==> src/rtl/branch_predictor.sv <==
// Branch target buffer with per-entry saturating direction counters.
// IF looks up the fetch PC combinationally and receives a predicted next PC.
// EX reports each resolved branch/jump. The block then updates the table,
// flags mispredicts, supplies the redirect PC and keeps two statistics counters.
//
// Handshake: ex_update_i is a single-cycle valid qualifier with no ready. The
// table always accepts an update in the cycle it is presented, unless rst_ni
// is low. In that case the update is discarded.
module branch_predictor #(
  parameter int XLEN    = 32,
  parameter int ENTRIES = 64,
  parameter int CNT_W   = 2,
  parameter int PERF_W  = 32
) (
  input  logic              clk_i,
  input  logic              rst_ni,
  input  logic [XLEN-1:0]   if_pc_i,
  output logic              pred_hit_o,
  output logic              pred_taken_o,
  output logic [XLEN-1:0]   pred_next_pc_o,
  input  logic              ex_update_i,
  input  logic              ex_is_jump_i,
  input  logic [XLEN-1:0]   ex_pc_i,
  input  logic              ex_taken_i,
  input  logic [XLEN-1:0]   ex_target_i,
  input  logic              ex_pred_taken_i,
  input  logic [XLEN-1:0]   ex_pred_next_pc_i,
  output logic              mispredict_o,
  output logic [XLEN-1:0]   redirect_pc_o,
  output logic [PERF_W-1:0] branch_cnt_o,
  output logic [PERF_W-1:0] mispred_cnt_o
);

  localparam int IDX_W = $clog2(ENTRIES);
  localparam int TAG_W = XLEN - IDX_W - 2;

  localparam logic [CNT_W-1:0] CNT_MAX    = {CNT_W{1'b1}};
  localparam logic [CNT_W-1:0] CNT_WEAK_T = CNT_W'(1) << (CNT_W - 1);
  localparam logic [CNT_W-1:0] CNT_WEAK_N = CNT_WEAK_T - CNT_W'(1);

  // Table storage. Every read is asynchronous, so flops or LUT-RAM both fit.
  logic             valid_q  [ENTRIES];
  logic [TAG_W-1:0] tag_q    [ENTRIES];
  logic [XLEN-1:0]  target_q [ENTRIES];
  logic [CNT_W-1:0] cnt_q    [ENTRIES];

  logic [PERF_W-1:0] branch_cnt_q;
  logic [PERF_W-1:0] mispred_cnt_q;

  // Field decode for the fetch-side lookup.
  logic [IDX_W-1:0] if_idx;
  logic [TAG_W-1:0] if_tag;
  assign if_idx = if_pc_i[IDX_W+1:2];
  assign if_tag = if_pc_i[XLEN-1:IDX_W+2];

  // Lookup returns stored state only. An update to the same entry in the
  // same cycle becomes visible one cycle later, because there is no bypass.
  assign pred_hit_o     = valid_q[if_idx] && (tag_q[if_idx] == if_tag);
  assign pred_taken_o   = pred_hit_o && cnt_q[if_idx][CNT_W-1];
  assign pred_next_pc_o = pred_taken_o ? target_q[if_idx] : (if_pc_i + XLEN'(4));

  // Field decode and hit detection for the EX-side update.
  logic [IDX_W-1:0] upd_idx;
  logic [TAG_W-1:0] upd_tag;
  logic             upd_hit;
  logic [CNT_W-1:0] upd_cnt;
  logic [CNT_W-1:0] cnt_inc;
  logic [CNT_W-1:0] cnt_dec;
  assign upd_idx = ex_pc_i[IDX_W+1:2];
  assign upd_tag = ex_pc_i[XLEN-1:IDX_W+2];
  assign upd_hit = valid_q[upd_idx] && (tag_q[upd_idx] == upd_tag);
  assign upd_cnt = cnt_q[upd_idx];
  assign cnt_inc = (upd_cnt == CNT_MAX) ? upd_cnt : (upd_cnt + CNT_W'(1));
  assign cnt_dec = (upd_cnt == '0) ? upd_cnt : (upd_cnt - CNT_W'(1));

  // A prediction is wrong if it got the direction wrong, or if it got the
  // target of a taken instruction wrong.
  assign mispredict_o  = ex_update_i &&
                         ((ex_taken_i != ex_pred_taken_i) ||
                          (ex_taken_i && (ex_target_i != ex_pred_next_pc_i)));
  assign redirect_pc_o = ex_taken_i ? ex_target_i : (ex_pc_i + XLEN'(4));

  assign branch_cnt_o  = branch_cnt_q;
  assign mispred_cnt_o = mispred_cnt_q;

  // Table update and reset. Tags and targets are left unreset because the
  // valid bit hides them.
  always_ff @(posedge clk_i) begin
    if (!rst_ni) begin
      for (int i = 0; i < ENTRIES; i++) begin
        valid_q[i] <= 1'b0;
        cnt_q[i]   <= CNT_WEAK_N;
      end
    end else if (ex_update_i) begin
      if (upd_hit) begin
        if (ex_is_jump_i) begin
          cnt_q[upd_idx]    <= CNT_MAX;
          target_q[upd_idx] <= ex_target_i;
        end else if (ex_taken_i) begin
          cnt_q[upd_idx]    <= cnt_inc;
          target_q[upd_idx] <= ex_target_i;
        end else begin
          cnt_q[upd_idx]    <= cnt_dec;
        end
      end else if (ex_taken_i) begin
        // Allocate the entry, or replace an aliasing entry at the same index.
        valid_q[upd_idx]  <= 1'b1;
        tag_q[upd_idx]    <= upd_tag;
        target_q[upd_idx] <= ex_target_i;
        cnt_q[upd_idx]    <= ex_is_jump_i ? CNT_MAX : CNT_WEAK_T;
      end
    end
  end

  // Statistics counters. Both wrap naturally at their width.
  always_ff @(posedge clk_i) begin
    if (!rst_ni) begin
      branch_cnt_q  <= '0;
      mispred_cnt_q <= '0;
    end else begin
      if (ex_update_i) branch_cnt_q  <= branch_cnt_q + PERF_W'(1);
      if (mispredict_o) mispred_cnt_q <= mispred_cnt_q + PERF_W'(1);
    end
  end

endmodule

==> config.mk <==
export PLATFORM = sky130hd
export DESIGN_NAME = branch_predictor
export DESIGN_NICKNAME = d
export VERILOG_FILES = /design/src/rtl/branch_predictor.sv
export SDC_FILE = /design/constraint.sdc
export NUM_CORES = 2
export LEC_CHECK = 0
export ABC_CLOCK_PERIOD_IN_PS = 9400
export CAP_MARGIN = 15
export CORE_ASPECT_RATIO = 0.75
export CORE_UTILIZATION = 65
export CTS_BUF_LIST = sky130_fd_sc_hd__clkbuf_4
export CTS_CLUSTER_DIAMETER = 100
export DETAILED_ROUTE_END_ITERATION = 8
export PLACE_DENSITY = 0.8
export SLEW_MARGIN = 20
export SYNTH_ARGS = -nofsm -noshare
export SYNTH_HDL_FRONTEND = slang
export SYNTH_SLANG_ARGS = --single-unit
==> constraint.sdc <==
create_clock -name clk_i -period 9.4 [get_ports clk_i]
set_input_delay 1.88 -clock clk_i [delete_from_list [all_inputs] [get_ports clk_i]]
set_output_delay 1.88 -clock clk_i [all_outputs]
set_load 0.1 [all_outputs]
==> metrics.txt <==
Mapped Area around 170000 µm²; Clock transition at path regs 60 ps; Post-Synthesis Net Count ~8400; io pins 265; GP Congestion 1.039; multiplexer share of the synthesized area around a fifth; Reg2Reg Launch Point tag_q[51][4]; area growth from synthesis to layout 13.09%; first-iteration detailed-routing DRC count around 24000; Compound-Gate Fraction of Synth Area 3.665%; CTS H-Tree Depth 6; fraction of layout cells with a size suffix above 1 approximately 36%; largest net degree at the start of global routing 131; antenna violations before repair between 90 and 100; Nets 9449; final routed DRC violation total 25; Synth Warn # 0; start point of the critical path if_pc_i[3]; count of cells resized by post-cts repair 0; list of cells traversed by the critical path buf_8 -> buf_12 -> mux4_2 -> a22oi_1 -> a21oi_1 -> o31ai_1 -> xnor2_1 -> or4_1 -> nor4_1 -> and4_2 -> buf_12 -> mux2_1 -> buf_12; peak clock frequency supported by timing 108.0 MHz; actual transition at the worst max-transition pin 1385 ps; total power consumption of the routed design about 0.035 W; via count of the first global-routing pass 102800; total count of hold-check failures in the final report 0; FFs w/ async S/R, synth 0%; wirelength, routed roughly 600000 µm; start point of the worst hold path valid_q[60]; number of I/O port buffers 264; effective utilization at floorplan 65.34%; sequential element share of the synthesized area 68.91%; number of buffers created by CTS 871; Longest Clk Path Bufs 4; count of flip-flops with a built-in enable after synthesis 3712; DP Wirelength 369200 µm; Post CTS Setup Buffer Count 0; Arrival @ worst endpoint around 7400 ps; TritonCTS clock tree yes; chip width 584.6 µm; number of standard cells in the final layout excluding fillers 13460; status complete, but fails checks; #FFs+latches synth 3840; Avg Inst Size Synth 19.95 µm²; Setup TNS 0 ps; number of unique standard cell types used by synthesis 95; post-placement setup slack 588.4 ps; violated checks DRC; wire length of the first global-routing pass 829900 µm; worst hold slack after final layout 474.6 ps; chip height 439.0 µm; startpoint kind of the worst setup timing path input pin; cell chosen for the clock root sky130_fd_sc_hd__clkbuf_4; maximum single-stage delay on the critical path 1140 ps; maximum clock skew at final layout 170.8 ps; final setup vio count 0; most used flip-flop cell after synthesis sky130_fd_sc_hd__edfxtp_1; Critical Path Sink Type output pin; unrepaired setup endpoints after global routing false; remaining antenna violation count 0; largest family of logic cells by synthesized area multiplexers; area of the die 256600 µm²; static leakage 60.17 nW; max cap viols 0; simple-gate portion of the synthesized area between 3 and 4%; std cell rows 160; parity-gate share of the synthesized area counting xor and xnor cells 0.9845%; Post-Place Cells 11840; via density per instance 7.953; critical-path maximum fanout 46; worst rel slew slack 7.029%; cell seen most often among critical-path stages sky130_fd_sc_hd__buf_12; Final Critical Period 9256 ps; final global-route overflow total 0; post-route worst setup slack 143.7 ps; arithmetic-cell share of the synthesized area counting full adders, half adders and majority gates 0.03025%; library cell contributing the largest single delay on the critical path sky130_fd_sc_hd__o31ai_1; vias after detailed routing 107100; worst-skew pair later-pin latency 1560 ps; max-slew violations 0; number of detailed-route iterations in the first pass 9; routed wire length per instance between 40 and 50 µm; Tightest Hold Check Type reg2reg; Core Box Area 253200 µm²; CTS sink count 3840; GRT Resource Usage Total 48.34%; share of the clock period used by the worst path 98.47%; Peak supply drop approximately 0.19 mV; Post-Synthesis Cells ~8300; data required time of the worst path 7520 ps; hold buffers post-CTS 0; power density over cell area 188.5 nW/µm²; category of the most critical setup path in2out
-- power by group --
| part | internal (W) | switching, W | total [W] |
|---|---|---|---|
| Sequential | 0.0188 | 0.0000293 | 0.0188 |
| Clock | 0.00660 | 0.00687 | 0.0135 |
| Combinational | 0.00101 | 0.00197 | 0.00298 |
-- Yosys cell counts, types with 16 or more instances --
master                     instances  area, µm²
sky130_fd_sc_hd__a211oi_1         25      187.7
sky130_fd_sc_hd__a21oi_1          68      340.3
sky130_fd_sc_hd__a221o_1          18      180.2
sky130_fd_sc_hd__a221oi_1         91      797.0
sky130_fd_sc_hd__a22o_1           20      175.2
sky130_fd_sc_hd__a22oi_1         177       1329
sky130_fd_sc_hd__a31oi_1          19      118.9
sky130_fd_sc_hd__a32oi_1          19      166.4
sky130_fd_sc_hd__and2_1           69      431.7
sky130_fd_sc_hd__and3_1           24      150.1
sky130_fd_sc_hd__buf_1            33      123.9
sky130_fd_sc_hd__buf_2           250       1251
sky130_fd_sc_hd__buf_4            67      503.0
sky130_fd_sc_hd__buf_6            61      686.9
sky130_fd_sc_hd__clkbuf_1        194      728.2
sky130_fd_sc_hd__dfxtp_1         128       2562
sky130_fd_sc_hd__edfxtp_1       3712     111500
sky130_fd_sc_hd__inv_1            27      101.4
sky130_fd_sc_hd__mux2_1           28      315.3
sky130_fd_sc_hd__mux2_2           50      563.0
sky130_fd_sc_hd__mux2i_1         187       1872
sky130_fd_sc_hd__mux4_2         1409      31730
sky130_fd_sc_hd__nand2_1         353       1325
sky130_fd_sc_hd__nand2b_1         24      150.1
sky130_fd_sc_hd__nand3_1          83      415.4
sky130_fd_sc_hd__nand4_1          51      319.1
sky130_fd_sc_hd__nor2_1          180      675.7
sky130_fd_sc_hd__nor2b_1          33      206.5
sky130_fd_sc_hd__nor3_1           36      180.2
sky130_fd_sc_hd__nor3b_1          49      367.9
sky130_fd_sc_hd__nor4_1           71      444.2
sky130_fd_sc_hd__o21ai_0         197      986.0
sky130_fd_sc_hd__o21bai_1         64      480.5
sky130_fd_sc_hd__o22ai_1          26      162.7
sky130_fd_sc_hd__or3_1            16      100.1
sky130_fd_sc_hd__xnor2_1         119       1042
sky130_fd_sc_hd__xor2_1           67      586.8
-- stage by stage --
step                      utilization [%]  instance area, µm²
after floorplan                         -              165500
after global placement              69.41              175800
after detailed placement            69.43              175800
after CTS                           73.83              187000
after global routing                73.86              187000
final                               73.89              187100
-- layout make-up --
type / count / area, µm²
Inverter: 30 / 121.4
Clock inverter: 293 / 1588
Clock buffer: 1270 / 9534
Sequential cell: 3840 / 114000
Timing Repair Buffer: 751 / 8404
Antenna cell: 58 / 145.1
Multi-Input combinational cell: 3817 / 49050
Tap cell: 3402 / 4257
Fill cell: 14120 / 66120
-- sequential cells by signal (all words and copies together) (netlist names) --
name	count
branch_cnt_o	32
cnt_q	128
mispred_cnt_o	32
tag_q	1536
target_q	2048
valid_q	64
-- path summary, 6_finish.rpt --
kind | end | slack [ps] | depth (start not counted)
max | pred_next_pc_o[3] | 140 | 13
min | valid_q[60] | 470 | 2
max reg2reg | tag_q[24][20] | 3730 | 12
min reg2reg | valid_q[60] | 470 | 2
-- per-layer routing --
layer	share of wire, %	GRT usage, %	vias to the layer above
met2	41	64.93	12920
met1	30	60.19	52970
met3	19	23.42	3125
li1	-	-	37950
met5	0.21	0.8897	-
met4	9.6	37.84	96
-- cell usage in the layout (no fill, tap or decap), types with 64 or more instances in the layout --
master / n
sky130_fd_sc_hd__nand2_1: 352
sky130_fd_sc_hd__clkdlybuf4s50_1: 139
sky130_fd_sc_hd__xnor2_1: 119
sky130_fd_sc_hd__nand3_1: 83
sky130_fd_sc_hd__nor4_1: 69
sky130_fd_sc_hd__and2_1: 69
sky130_fd_sc_hd__clkbuf_4: 1270
sky130_fd_sc_hd__buf_12: 197
sky130_fd_sc_hd__buf_4: 347
sky130_fd_sc_hd__a221oi_1: 91
sky130_fd_sc_hd__nor2_1: 90
sky130_fd_sc_hd__dfxtp_1: 128
sky130_fd_sc_hd__o21ai_0: 196
sky130_fd_sc_hd__mux4_2: 1409
sky130_fd_sc_hd__a21oi_1: 68
sky130_fd_sc_hd__o21bai_1: 64
sky130_fd_sc_hd__xor2_1: 67
sky130_fd_sc_hd__mux2i_1: 187
sky130_fd_sc_hd__nor2_4: 89
sky130_fd_sc_hd__edfxtp_1: 3712
sky130_fd_sc_hd__a22oi_1: 177
sky130_fd_sc_hd__clkinv_1: 221
-- worst max-delay path: cells and delay by family --
kind / cells / cell delay [ps]
buffers and inverters: 4 / 1310
XOR/XNOR: 1 / 250
AO/OA/AOI/OAI: 3 / 1570
AND/OR/NAND/NOR: 3 / 1120
multiplexers: 2 / 980
-- kinds of logic (layout without fill, tap and decap cells) --
logic type / Yosys count / after routing
compound gates: 857 / 857
xor+xnor: 186 / 186
fa+ha+maj: 4 / 4
buf+inv: 638 / 2344
flops: 3840 / 3840
mux: 1674 / 1674
other cells: 0 / 58
simple gates: 1096 / 1096
Note: power is estimated with default switching activity, not from simulation.
